## src/rtl/tick_speed_pkg.sv

```systemverilog
// tick_speed_pkg: shared period constants, speed codes and decoder FSM states
package tick_speed_pkg;
    localparam int PER_S0 = 1;
    localparam int PER_S1 = 2500001;
    localparam int PER_S2 = 12500000;
    localparam int PER_S3 = 6750000;
    typedef enum logic [1:0] {S0, S1, S2, S3} speed_e;
    typedef enum logic [1:0] {IDLE, ARMED, TRACK, LOCKED} state_e;
endpackage

```

## src/rtl/tick_period_counter.sv

```systemverilog
// tick_period_counter: saturating cycle counter, reloaded to 1 by each tick
module tick_period_counter #(
    parameter int W = 26,
    parameter int MAX_PER = 50000000
) (
    input  logic         clock,
    input  logic         reset,
    input  logic         en,
    input  logic         tick,
    output logic [W-1:0] cnt,
    output logic         at_max
);
    localparam logic [W-1:0] MAXV = W'(MAX_PER);
    always_ff @(posedge clock) begin
        if (reset) cnt <= '0;
        else if (tick) cnt <= W'(1);
        else if (en && cnt != MAXV) cnt <= cnt + W'(1);
    end
    assign at_max = cnt == MAXV;
endmodule

```

## src/rtl/tick_speed_decoder.sv

```systemverilog
// tick_speed_decoder: measures tick-to-tick period and decodes it to a speed code.
// TICK_SPEED_JITTER_EN adds a jitter output (max period deviation while locked).
module tick_speed_decoder
    import tick_speed_pkg::*;
#(
    parameter int W = 26,
    parameter int TOL = 2,
    parameter int MAX_PER = 50000000,
    parameter int PER1 = PER_S1,
    parameter int PER2 = PER_S2,
    parameter int PER3 = PER_S3
) (
    input  logic         clock,
    input  logic         reset,
    input  logic         tick,
    output logic [W-1:0] period,
    output logic [1:0]   speed,
    output logic         match,
    output logic         valid,
    output logic         locked,
`ifdef TICK_SPEED_JITTER_EN
    output logic [W-1:0] jitter,
`endif
    output logic         timeout
);
    localparam logic [W:0] TOLW = (W+1)'(TOL);
    state_e state, state_n;
    logic [W-1:0] cnt, period_n;
    logic [1:0] speed_n;
    logic at_max, hit0, hit1, hit2, hit3, hit, same;
    logic match_n, valid_n, locked_n, timeout_n;
    speed_e code;

    function automatic logic near(input logic [W-1:0] p, input int r);
        logic [W:0] pe, re;
        pe = {1'b0, p};
        re = {1'b0, W'(r)};
        return (pe + TOLW >= re) && (pe <= re + TOLW);
    endfunction

    tick_period_counter #(.W(W), .MAX_PER(MAX_PER)) u_cnt (
        .clock(clock), .reset(reset), .en(state != IDLE), .tick(tick),
        .cnt(cnt), .at_max(at_max)
    );

    // S0 is an exact match; the others accept +/-TOL, checked S1, S3, S2
    assign hit0 = cnt == W'(PER_S0);
    assign hit1 = near(cnt, PER1);
    assign hit3 = near(cnt, PER3);
    assign hit2 = near(cnt, PER2);
    assign hit  = hit0 | hit1 | hit2 | hit3;
    assign code = hit0 ? S0 : hit1 ? S1 : hit3 ? S3 : S2;
    assign same = hit && match && code == speed;

    always_comb begin
        state_n   = state;
        period_n  = period;
        speed_n   = speed;
        match_n   = match;
        valid_n   = 1'b0;
        locked_n  = locked;
        timeout_n = timeout;
        if (tick) begin
            timeout_n = 1'b0;
            if (state == IDLE) state_n = ARMED;
            else begin
                period_n = cnt;
                match_n  = hit;
                speed_n  = hit ? code : speed;
                valid_n  = 1'b1;
                state_n  = (state != ARMED && same) ? LOCKED : TRACK;
                locked_n = state_n == LOCKED;
            end
        end else if (state != IDLE && at_max) begin
            timeout_n = 1'b1;
            locked_n  = 1'b0;
            state_n   = IDLE;
        end
    end

    always_ff @(posedge clock) begin
        if (reset) begin
            state   <= IDLE;
            period  <= '0;
            speed   <= '0;
            match   <= 1'b0;
            valid   <= 1'b0;
            locked  <= 1'b0;
            timeout <= 1'b0;
        end else begin
            state   <= state_n;
            period  <= period_n;
            speed   <= speed_n;
            match   <= match_n;
            valid   <= valid_n;
            locked  <= locked_n;
            timeout <= timeout_n;
        end
    end

`ifdef TICK_SPEED_JITTER_EN
    logic [W-1:0] prev, jit, diff;
    assign diff = cnt >= prev ? cnt - prev : prev - cnt;
    // the entering period's deviation seeds the maximum on every lock entry
    always_ff @(posedge clock) begin
        if (reset) begin
            prev <= '0;
            jit  <= '0;
        end else if (tick && state != IDLE) begin
            prev <= cnt;
            if (state_n == LOCKED) jit <= (state != LOCKED || diff > jit) ? diff : jit;
        end
    end
    assign jitter = jit;
`endif
endmodule

```

## config.mk

```make
export PLATFORM = sky130hd
export DESIGN_NAME = tick_speed_decoder
export DESIGN_NICKNAME = d
export VERILOG_FILES = /design/src/rtl/tick_speed_pkg.sv /design/src/rtl/tick_period_counter.sv /design/src/rtl/tick_speed_decoder.sv
export SDC_FILE = /design/constraint.sdc
export NUM_CORES = 1
export LEC_CHECK = 0
export BUFFER_PORTS_ARGS = -buffer_cell sky130_fd_sc_hd__buf_2
export CAP_MARGIN = 15
export CORE_MARGIN = 2
export CORE_UTILIZATION = 40
export DETAILED_ROUTE_END_ITERATION = 8
export SLEW_MARGIN = 20
export SYNTH_ARGS = -nofsm -noshare
export SYNTH_HDL_FRONTEND = slang
export SYNTH_HIERARCHICAL = 1
export SYNTH_SLANG_ARGS = --single-unit
```

## constraint.sdc

```tcl
create_clock -name clock -period 7.8 [get_ports clock]
set_input_delay 1.56 -clock clock [delete_from_list [all_inputs] [get_ports clock]]
set_output_delay 1.56 -clock clock [all_outputs]
set_load 0.05 [all_outputs]
```

==> impl_summary.md, run 1 <==
Outcome
The flow ran to the end, and the final reports show no timing, DRC or antenna violations.

Timing
Hold is met by roughly 0.45 ns. The number of hold violations in the final report was 0. Based on the critical path, the design can be clocked at up to ~260 MHz. For the pin with the worst max-slew slack, the measured transition is about 1.0 ns.

The largest clock skew in the final design is 0.01023 ns. Setup repair after global routing left no endpoint under its margin. The shortest period the worst path allows is about 3.9 ns.

The worst slew slack as a fraction of its limit is 0.3178. The summed negative setup slack over all endpoints is 0 ns. In the finished design, the share of the clock period the worst path needs comes to 0.5021. The final setup violation count is 0. The count of pins over their slew limit was 0.

Min path
Counting instances, the worst hold path has a depth of 2. The min-delay analysis places its worst path in the category reg2reg.

Synthesis
The post-synthesis cell count is approximately 560. When the netlist entered floorplanning its net count stood at ~570. The synthesized design contains 60 register bits.

By area the synthesized netlist is led by sky130_fd_sc_hd__dfxtp_1 (28%), sky130_fd_sc_hd__nand2_1 (8.4%), sky130_fd_sc_hd__a21oi_1 (6.5%). For this run, the leading register cell type out of synthesis is sky130_fd_sc_hd__dfxtp_1. The synthesized netlist contains 75 unique library cells. Counting flops with a built-in enable in the synthesized netlist gives 0. The mean area per synthesized cell is 7.512 sq um. In this run the cell area of the synthesized design comes to 4229 sq um. Counting flops with an async set or reset pin after synthesis yields a share of 0. During synthesis, Yosys emitted a total of 6 warnings. The share of the Yosys chip area taken by registers is 0.2840. Summed over all instances, the cell type with the most area after synthesis is sky130_fd_sc_hd__dfxtp_1. The share of Yosys cell area claimed by the top area cell type is 0.2840.

Die
The initial utilization of the core area, before any placement, comes to 0.4115. The die width is 106.8 microns. In this run the count of I/O pins placed on the die edge is 35.

The y dimension of the die is 106.8 microns. The die covers 11,410 sq um. The core outline area is just over 10,000 sq um. The floorplan has 37 rows.

Route
The number of optimization iterations in the first detailed-route pass is 5. The final wirelength is about 13 mm. Dividing the detail-routed wire length by the instance count gives between 15 and 20 microns.

Detailed routing inserted a total of roughly 4,400 vias. In this run the remaining antenna-violating nets after routing total 0. The detailed-route DRC error count is 0. The detailed router finished its first iteration with slightly above 500 violations. Dividing the detail-routed via count by the number of cells gives ~6.2.

Place
The placed instance area is between 4000 and 5000 sq um. The number of I/O port buffers is 34. At the end of routability-driven placement, the weighted congestion stood at between 0.9 and 1. After detailed placement, the design holds a cell count of roughly 690.

The total half-perimeter wirelength after legalization and detailed placement is between 9 and 10 mm.

Global routing
After global routing the overflow that remains totals 0. The maximum number of pins on one net before global-route repair is between 40 and 50. The first global-routing pass estimated between 20 and 25 mm of wire. The number of antenna violations at the first check in global routing came to 0. In the global route stage, overall resource usage came out at 0.2373. The number of global-route vias before repair is slightly above 4,000.

Clock network
TritonCTS built the clock tree. The number of buffers on the longest clock path is 2. Clock tree synthesis selected as its root buffer the cell sky130_fd_sc_hd__clkbuf_8. The number of setup buffers added after CTS is 0. The number of clock sinks is 60.

The clock transition at the registers of the reported paths is 0.08 ns. The number of buffers inserted during clock tree synthesis is 9. The total number of H-tree levels is 3. The total of cells resized after clock tree synthesis is 0. The number of hold buffers added after CTS was 0. At the later pin of the worst-skew pair, clock insertion delay measures around 0.36 ns.

Critical path
Walking the worst path, the cells encountered are ha_1 -> nand2_1 -> or4_4 -> xnor2_2 -> nor4b_2 -> a311oi_1 -> nor4b_1 -> or3_4 -> o21ai_2 -> mux2_4. STA puts the critical path data required time at between 8 and 9 ns. The slowest cell on the critical path is sky130_fd_sc_hd__dfxtp_1. The setup check on the worst reg-to-reg path leaves a slack of 3.88 ns. For this run, the slowest stage of the critical path takes approximately 0.71 ns. The critical path start-end classification is reg2reg.

Data on the critical path arrives at its endpoint at around 4.2 ns. The critical path endpoint category is a flip-flop. The cell count of the worst reg-to-reg path is 10.

The launching element type of the critical path is a flip-flop. The biggest fanout along the worst timing path is 20.

Finish
The area added between synthesis and finish is 8.846%. The post-layout instance count excluding filler cells is a little over 700. The net count reported at finish is between 500 and 600. After routing the design area is 4603 sq um. The fraction of the core area covered by cells at the end of the flow is 0.4479. The fill cell total of the finished layout is between 1,000 and 1,500. The number of antenna diodes in the final layout is 0. Of the cells placed in the final design, the portion with a size suffix greater than 1 is 0.1446.

Power and ir drop
For this design the ratio of total power to cell area is between 100 and 150 nW/um^2. In this run the static leakage power is between 1.5 and 2 nW. Across the VDD grid, the largest voltage drop is 0.00007977 V.

Job
The tool flagged a number of max-cap violations equal to 0.
cell families after synthesis:
family / count (synthesis) / synth area share
buf+inv: 53 / 0.05621
compound gates: 140 / 0.2104
simple gates: 274 / 0.3657
fa+ha+maj: 5 / 0.01479
mux: 5 / 0.01331
xor+xnor: 26 / 0.05562
flops: 60 / 0.2840
metrics by stage:
step                      setup slack, ns  power (mW)
final                               3.883      0.6534
after global routing                3.561      0.6755
after CTS                           3.887      0.6598
after detailed placement            3.910      0.3572
after global placement              4.094      0.3560
after floorplan                     4.863      0.3465
Yosys cell counts (12+ instances only):
cell type,instances
sky130_fd_sc_hd__nand2_1,95
sky130_fd_sc_hd__dfxtp_1,60
sky130_fd_sc_hd__a21oi_1,55
sky130_fd_sc_hd__nor2_1,32
sky130_fd_sc_hd__clkbuf_1,22
sky130_fd_sc_hd__o21ai_0,19
sky130_fd_sc_hd__nor3_1,18
sky130_fd_sc_hd__nand4_1,16
sky130_fd_sc_hd__a31oi_1,14
sky130_fd_sc_hd__nor4_1,14
sky130_fd_sc_hd__xnor2_1,14
sky130_fd_sc_hd__nand3_1,12
report_power, final:
| group | switching, mW | leakage, nW | internal, mW |
|---|---|---|---|
| Combinational | 0.0284 | 1.04 | 0.00829 |
| Sequential | 0.00444 | 0.484 | 0.309 |
| Clock | 0.145 | 0.107 | 0.159 |
| Total | 0.178 | 1.63 | 0.476 |
critical path: cells and delay by family, from the launching register on:
kind                       cells  cell delay (ns)
xor gates and xnor gates       1             0.16
muxes                          1             0.34
and+or+nand+nor                5             1.80
AOI/OAI and AO/OA              2             0.21
adders and majority gates      1             0.58
DFF                            1             0.71
sequential cells by signal, indices dropped and copies added (netlist names):
name       count
locked         1
match          1
period        26
speed          2
state          2
timeout        1
u_cnt/cnt     26
valid          1
routing by layer:
metal	wire (microns)	track usage	vias up	share of wire
met5	0	0	-	0
met1	5967	0.3230	2079	0.45
li1	-	-	2110	-
met2	6048	0.3740	188	0.46
met3	946	0.03830	26	0.071
met4	269	0.09555	0	0.020
area by class of cell:
cell class | instances | area (sq um) | share of cell area
clock buffers | 10 | 137.6 | 0.02990
multi-input cells | 450 | 2790 | 0.6061
inverters | 11 | 41.29 | 0.008970
clock inverters | 6 | 70.07 | 0.01522
flip-flops and latches | 60 | 1201 | 0.2609
repair buffers | 37 | 192.7 | 0.04186
well taps | 136 | 170.2 | 0.03697
final timing paths:
kind | startpoint | to
setup reg to reg | u_cnt/cnt[2] | speed[0]
hold / removal | period[2] | period[2]
hold reg to reg | period[2] | period[2]
setup / recovery | u_cnt/cnt[2] | speed[0]
cell usage in the layout, fill, tap and decap left out, drive strengths merged, types with 16 or more instances in the layout:
cell and count:
nor4 16, nor3 19, a21oi 55, nand2 96, nor2 32, o21ai 23, nand4 20, buf 37
or3 16, dfxtp 60
Power figures use the tool's default switching activity.
==> run 2: changes to the inputs <==
- ABC_AREA: not set -> 1
- clock period: 7.8 -> 3.2 ns (I/O delays scaled with it)
==> run 2 against run 1 <==
Global-route usage grew 2.2 points. Synthesized cell count grew 50%. Sequential cell count is the same. Maximum frequency grew 45%. Die area grew 17%. Design area grew 22%. Largest cell class unchanged. Highest routed layer unchanged.
==> impl_summary.md, run 2 <==
Outcome
The run finished with clean final reports.

Critical path
The worst register-to-register path begins at u_cnt/cnt[15]. STA classifies the critical path startpoint as a flip-flop. The first element of the critical path is u_cnt/cnt[15]. The biggest fanout along the worst timing path is 11 (-45%).

The critical path endpoint category is a flip-flop. The endpoint arrival time on the critical path is 2.96 ns (-1.20 ns). The required time at the worst-slack endpoint is 3.47 ns (-4.58 ns). The critical path start-end classification is reg2reg.

Timing
The summed negative setup slack over all endpoints is 0 ns (unchanged). The minimum hold slack came to 0.4950 ns (+0.04144 ns). The final setup violation count is 0 (unchanged). Setup repair after global routing left no endpoint under its margin.

The largest clock skew in the final design is 0.01007 ns (-0.0001552 ns). The shortest period the worst path allows was 2.692 ns (-1.225 ns). The maximum clock frequency was 371.5 MHz (+45%).

The part of the cycle the worst path needs came to 0.8412 (+0.3391). The worst slew slack as a fraction of its limit is 0.3789 (+0.06111). The number of hold violations in the final report is 0 (unchanged).

The slew of the pin with the lowest slew margin is 0.9306 ns (-0.09269 ns). The count of pins over their slew limit is 0 (unchanged).

Die
The core outline area is 12,060 sq um (+17%). The full die area is 13,350 sq um (+17%). The I/O pin count is 35 (unchanged).

The floorplan row count came to 40 (+8.1%). The y dimension of the die was 115.5 microns (+8.2%). The effective utilization at floorplan is 0.4126 (+0.001059). The die width is 115.5 microns (+8.2%).

Route
The number of vias per cell was 5.248 (-15%). The routed wirelength normalized by instance count is 15.71 microns (-16%). The number of optimization iterations in the first detailed-route pass is 6 (+1). The number of routed nets with antenna violations was 0 (unchanged). The detailed router's first-iteration violation count was 598 (+18%). The vias after detailed routing is 5,531 (+26%). The final wirelength was 16.56 mm (+25%). The detailed-route DRC error count was 0 (unchanged).

Min path
The startpoint of the tightest hold check path is speed[0]. The path class of the tightest hold or removal check is reg2reg.

Global routing
The wire length of the first global-routing pass is 26.54 mm (+24%). The total overflow reported by the global router was 0 (unchanged). The maximum number of pins on one net before global-route repair is 56 (+37%). The global-route total usage across every layer is 0.2588 (+0.02152). The number of antenna violations at the first check in global routing is 0 (unchanged). The number of global-route vias before repair came to 5,021 (+24%).

Clock network
The number of buffers inserted to repair setup after CTS came to 0 (unchanged). The number of buffers inserted during clock tree synthesis is 9 (unchanged). The number of clock sinks is 60 (unchanged). The cell sitting at the root of the clock tree is a sky130_fd_sc_hd__clkbuf_16. The total number of H-tree levels was 3 (unchanged). TritonCTS built the clock tree.

The number of buffers on the longest clock path was 2 (unchanged). The clock transition at the registers of the reported paths is 0.06 ns (-0.02 ns). The total of cells resized after clock tree synthesis is 0 (unchanged).

The clock insertion delay at the later pin of the skew report is 0.34 ns (-0.02 ns). The number of buffers inserted by hold repair at cts was 0 (unchanged).

Place
The number of cells after detailed placement is 1,038 (+50%). The total half-perimeter wirelength after legalization and detailed placement is 12.76 mm (+40%). The number of I/O port buffers was 34 (unchanged). The final estimated routing congestion in global placement came to 1.020 (+7.8%). The placed instance area came to 5356 sq um (+22%).

Finish
In the final layout, the registers with the most flip-flops are period: 26 flops, u_cnt/cnt: 26 flops. The post-layout instance count excluding filler cells is 1,054 (+48%). The final non-filler cell area is 5634 sq um (+22%).

The fill cell total of the finished layout came to 1,313 (+19%). The number of diodes is 0 (unchanged). The share of final-layout standard cells stronger than drive strength 1 is 0.1716 (+0.02696).

The area added between synthesis and finish is 13.23%. The fraction of the core area covered by cells at the end of the flow is 0.4671 (+0.01922). Leaving out fill and tap cells, the most frequent cell in the layout is sky130_fd_sc_hd__nand2_1.

The top cell types in the final layout, fill and taps aside, are sky130_fd_sc_hd__nand2_1 (242), sky130_fd_sc_hd__nor2_1 (121), sky130_fd_sc_hd__inv_1 (79), sky130_fd_sc_hd__nand3_1 (66), sky130_fd_sc_hd__dfxtp_1 (60). The net count reported at finish is 889 (+54%).

Synthesis
The sequential cell area fraction in the yosys report was 0.2414 (-0.04264). The share of Yosys cell area claimed by the top area cell type is 0.2414 (-0.04264). The register bit count reported by yosys is 60 (unchanged).

Summed over all instances, the cell type with the most area after synthesis is sky130_fd_sc_hd__dfxtp_1. The number of enable-type register cells in the synthesized netlist is 0 (unchanged). By area the synthesized netlist is led by sky130_fd_sc_hd__dfxtp_1 (24%), sky130_fd_sc_hd__nand2_1 (18%), sky130_fd_sc_hd__nor2_1 (9.2%). The async set or reset register ratio after synthesis was 0 (unchanged). The total of warnings raised by yosys is 6 (unchanged). The cell area after synthesis was 4976 sq um (+18%).

The post-synthesis cell count is 842 (+50%). By count the netlist is led by sky130_fd_sc_hd__nand2_1 (242), sky130_fd_sc_hd__nor2_1 (122), sky130_fd_sc_hd__inv_1 (79). The mean area per synthesized cell was 5.910 sq um (-21%). The most common cell in the synthesized netlist is sky130_fd_sc_hd__nand2_1. The count of distinct cell types in the synthesized netlist came to 36 (-52%).

Among all flip-flop cells after synthesis, the most frequent one is sky130_fd_sc_hd__dfxtp_1. The number of nets produced by synthesis is 850 (+49%).

Job
The max-capacitance violation count is 0 (unchanged).

Power and ir drop
The leakage power figure is 2.301 nW (+41%). The cell area power density is 362.6 nW/um^2 (+160%). The highest ir drop seen on vdd came to 0.0003976 V (+400%).
## run 2: cell types whose count changed in the layout (fill, tap and decap cells not counted), moves of 16 or more
| cell | before | now |
|---|---|---|
| sky130_fd_sc_hd__inv_1 | 11 | 79 |
| sky130_fd_sc_hd__nand2_1 | 95 | 242 |
| sky130_fd_sc_hd__nand2_2 | 1 | 23 |
| sky130_fd_sc_hd__nand3_1 | 12 | 66 |
| sky130_fd_sc_hd__nor2_1 | 32 | 121 |
| sky130_fd_sc_hd__nor2_2 | 0 | 16 |
## run 2: area by class of cell
cell class              instances  area [sq um]  share of cell area
multi-input cells             669          3309              0.5874
clock buffers                   9         225.2             0.03997
clock inverters                 7         52.55            0.009327
well taps                     168         210.2             0.03731
flip-flops and latches         60          1201              0.2132
repair buffers                 51         297.8             0.05285
inverters                      90         337.8             0.05996
## run 2: path summary, 6_finish.rpt
check / end / slack (ns) / depth (start not counted)
max: speed[0] / 0.51 / 16
min reg2reg: speed[0] / 0.49 / 2
max reg2reg: speed[0] / 0.51 / 16
min: speed[0] / 0.49 / 2
## run 2: worst max-delay path, cell delays in order (launching register included)
cell and delay (ns):
sky130_fd_sc_hd__dfxtp_1 0.65, sky130_fd_sc_hd__nand2_1 0.23, sky130_fd_sc_hd__nor2_2 0.22, sky130_fd_sc_hd__nand2_1 0.12, sky130_fd_sc_hd__nor2_4 0.12, sky130_fd_sc_hd__nand2_1 0.07, sky130_fd_sc_hd__nand2_1 0.06, sky130_fd_sc_hd__nand2_1 0.10
sky130_fd_sc_hd__nor3b_1 0.28, sky130_fd_sc_hd__nand2_1 0.08, sky130_fd_sc_hd__inv_1 0.05, sky130_fd_sc_hd__nand2_1 0.05, sky130_fd_sc_hd__nand2_1 0.11, sky130_fd_sc_hd__nand2_4 0.08, sky130_fd_sc_hd__o21ai_4 0.17, sky130_fd_sc_hd__o21ai_1 0.08
sky130_fd_sc_hd__a21oi_1 0.14
## run 2: metrics by stage
stage,worst slack (ns),power [mW]
floorplan,0.7963,1.079
global placement,0.5714,1.145
detailed placement,0.5652,1.144
CTS,0.5475,2.060
global route,0.2170,2.120
finish,0.5081,2.043
## run 2: power breakdown
| group | internal [mW] | switching (mW) |
|---|---|---|
| Sequential | 0.787 | 0.0222 |
| Combinational | 0.0646 | 0.254 |
| Clock | 0.526 | 0.391 |
| Total | 1.38 | 0.666 |
## run 2: logic make-up (layout without fill, tap and decap cells)
family / Yosys count / count (layout) / synth area share
flip-flops: 60 / 60 / 0.2414
adder cells (fa/ha/maj): 5 / 5 / 0.01257
buffers and inverters: 113 / 157 / 0.09504
XOR/XNOR: 15 / 15 / 0.02640
AO/OA/AOI/OAI: 101 / 101 / 0.1134
AND/OR/NAND/NOR: 548 / 548 / 0.5112
## run 2: per-layer routing
layer  GRT usage  routed length (microns)  part of all wire  vias up
li1            -                        -                 -     2797
met1      0.3485                     7525              0.45     2485
met2      0.4019                     7398              0.45      208
met3     0.05701                     1123             0.068       41
met4      0.1044                      515             0.031        0
met5           0                        0                 0        -
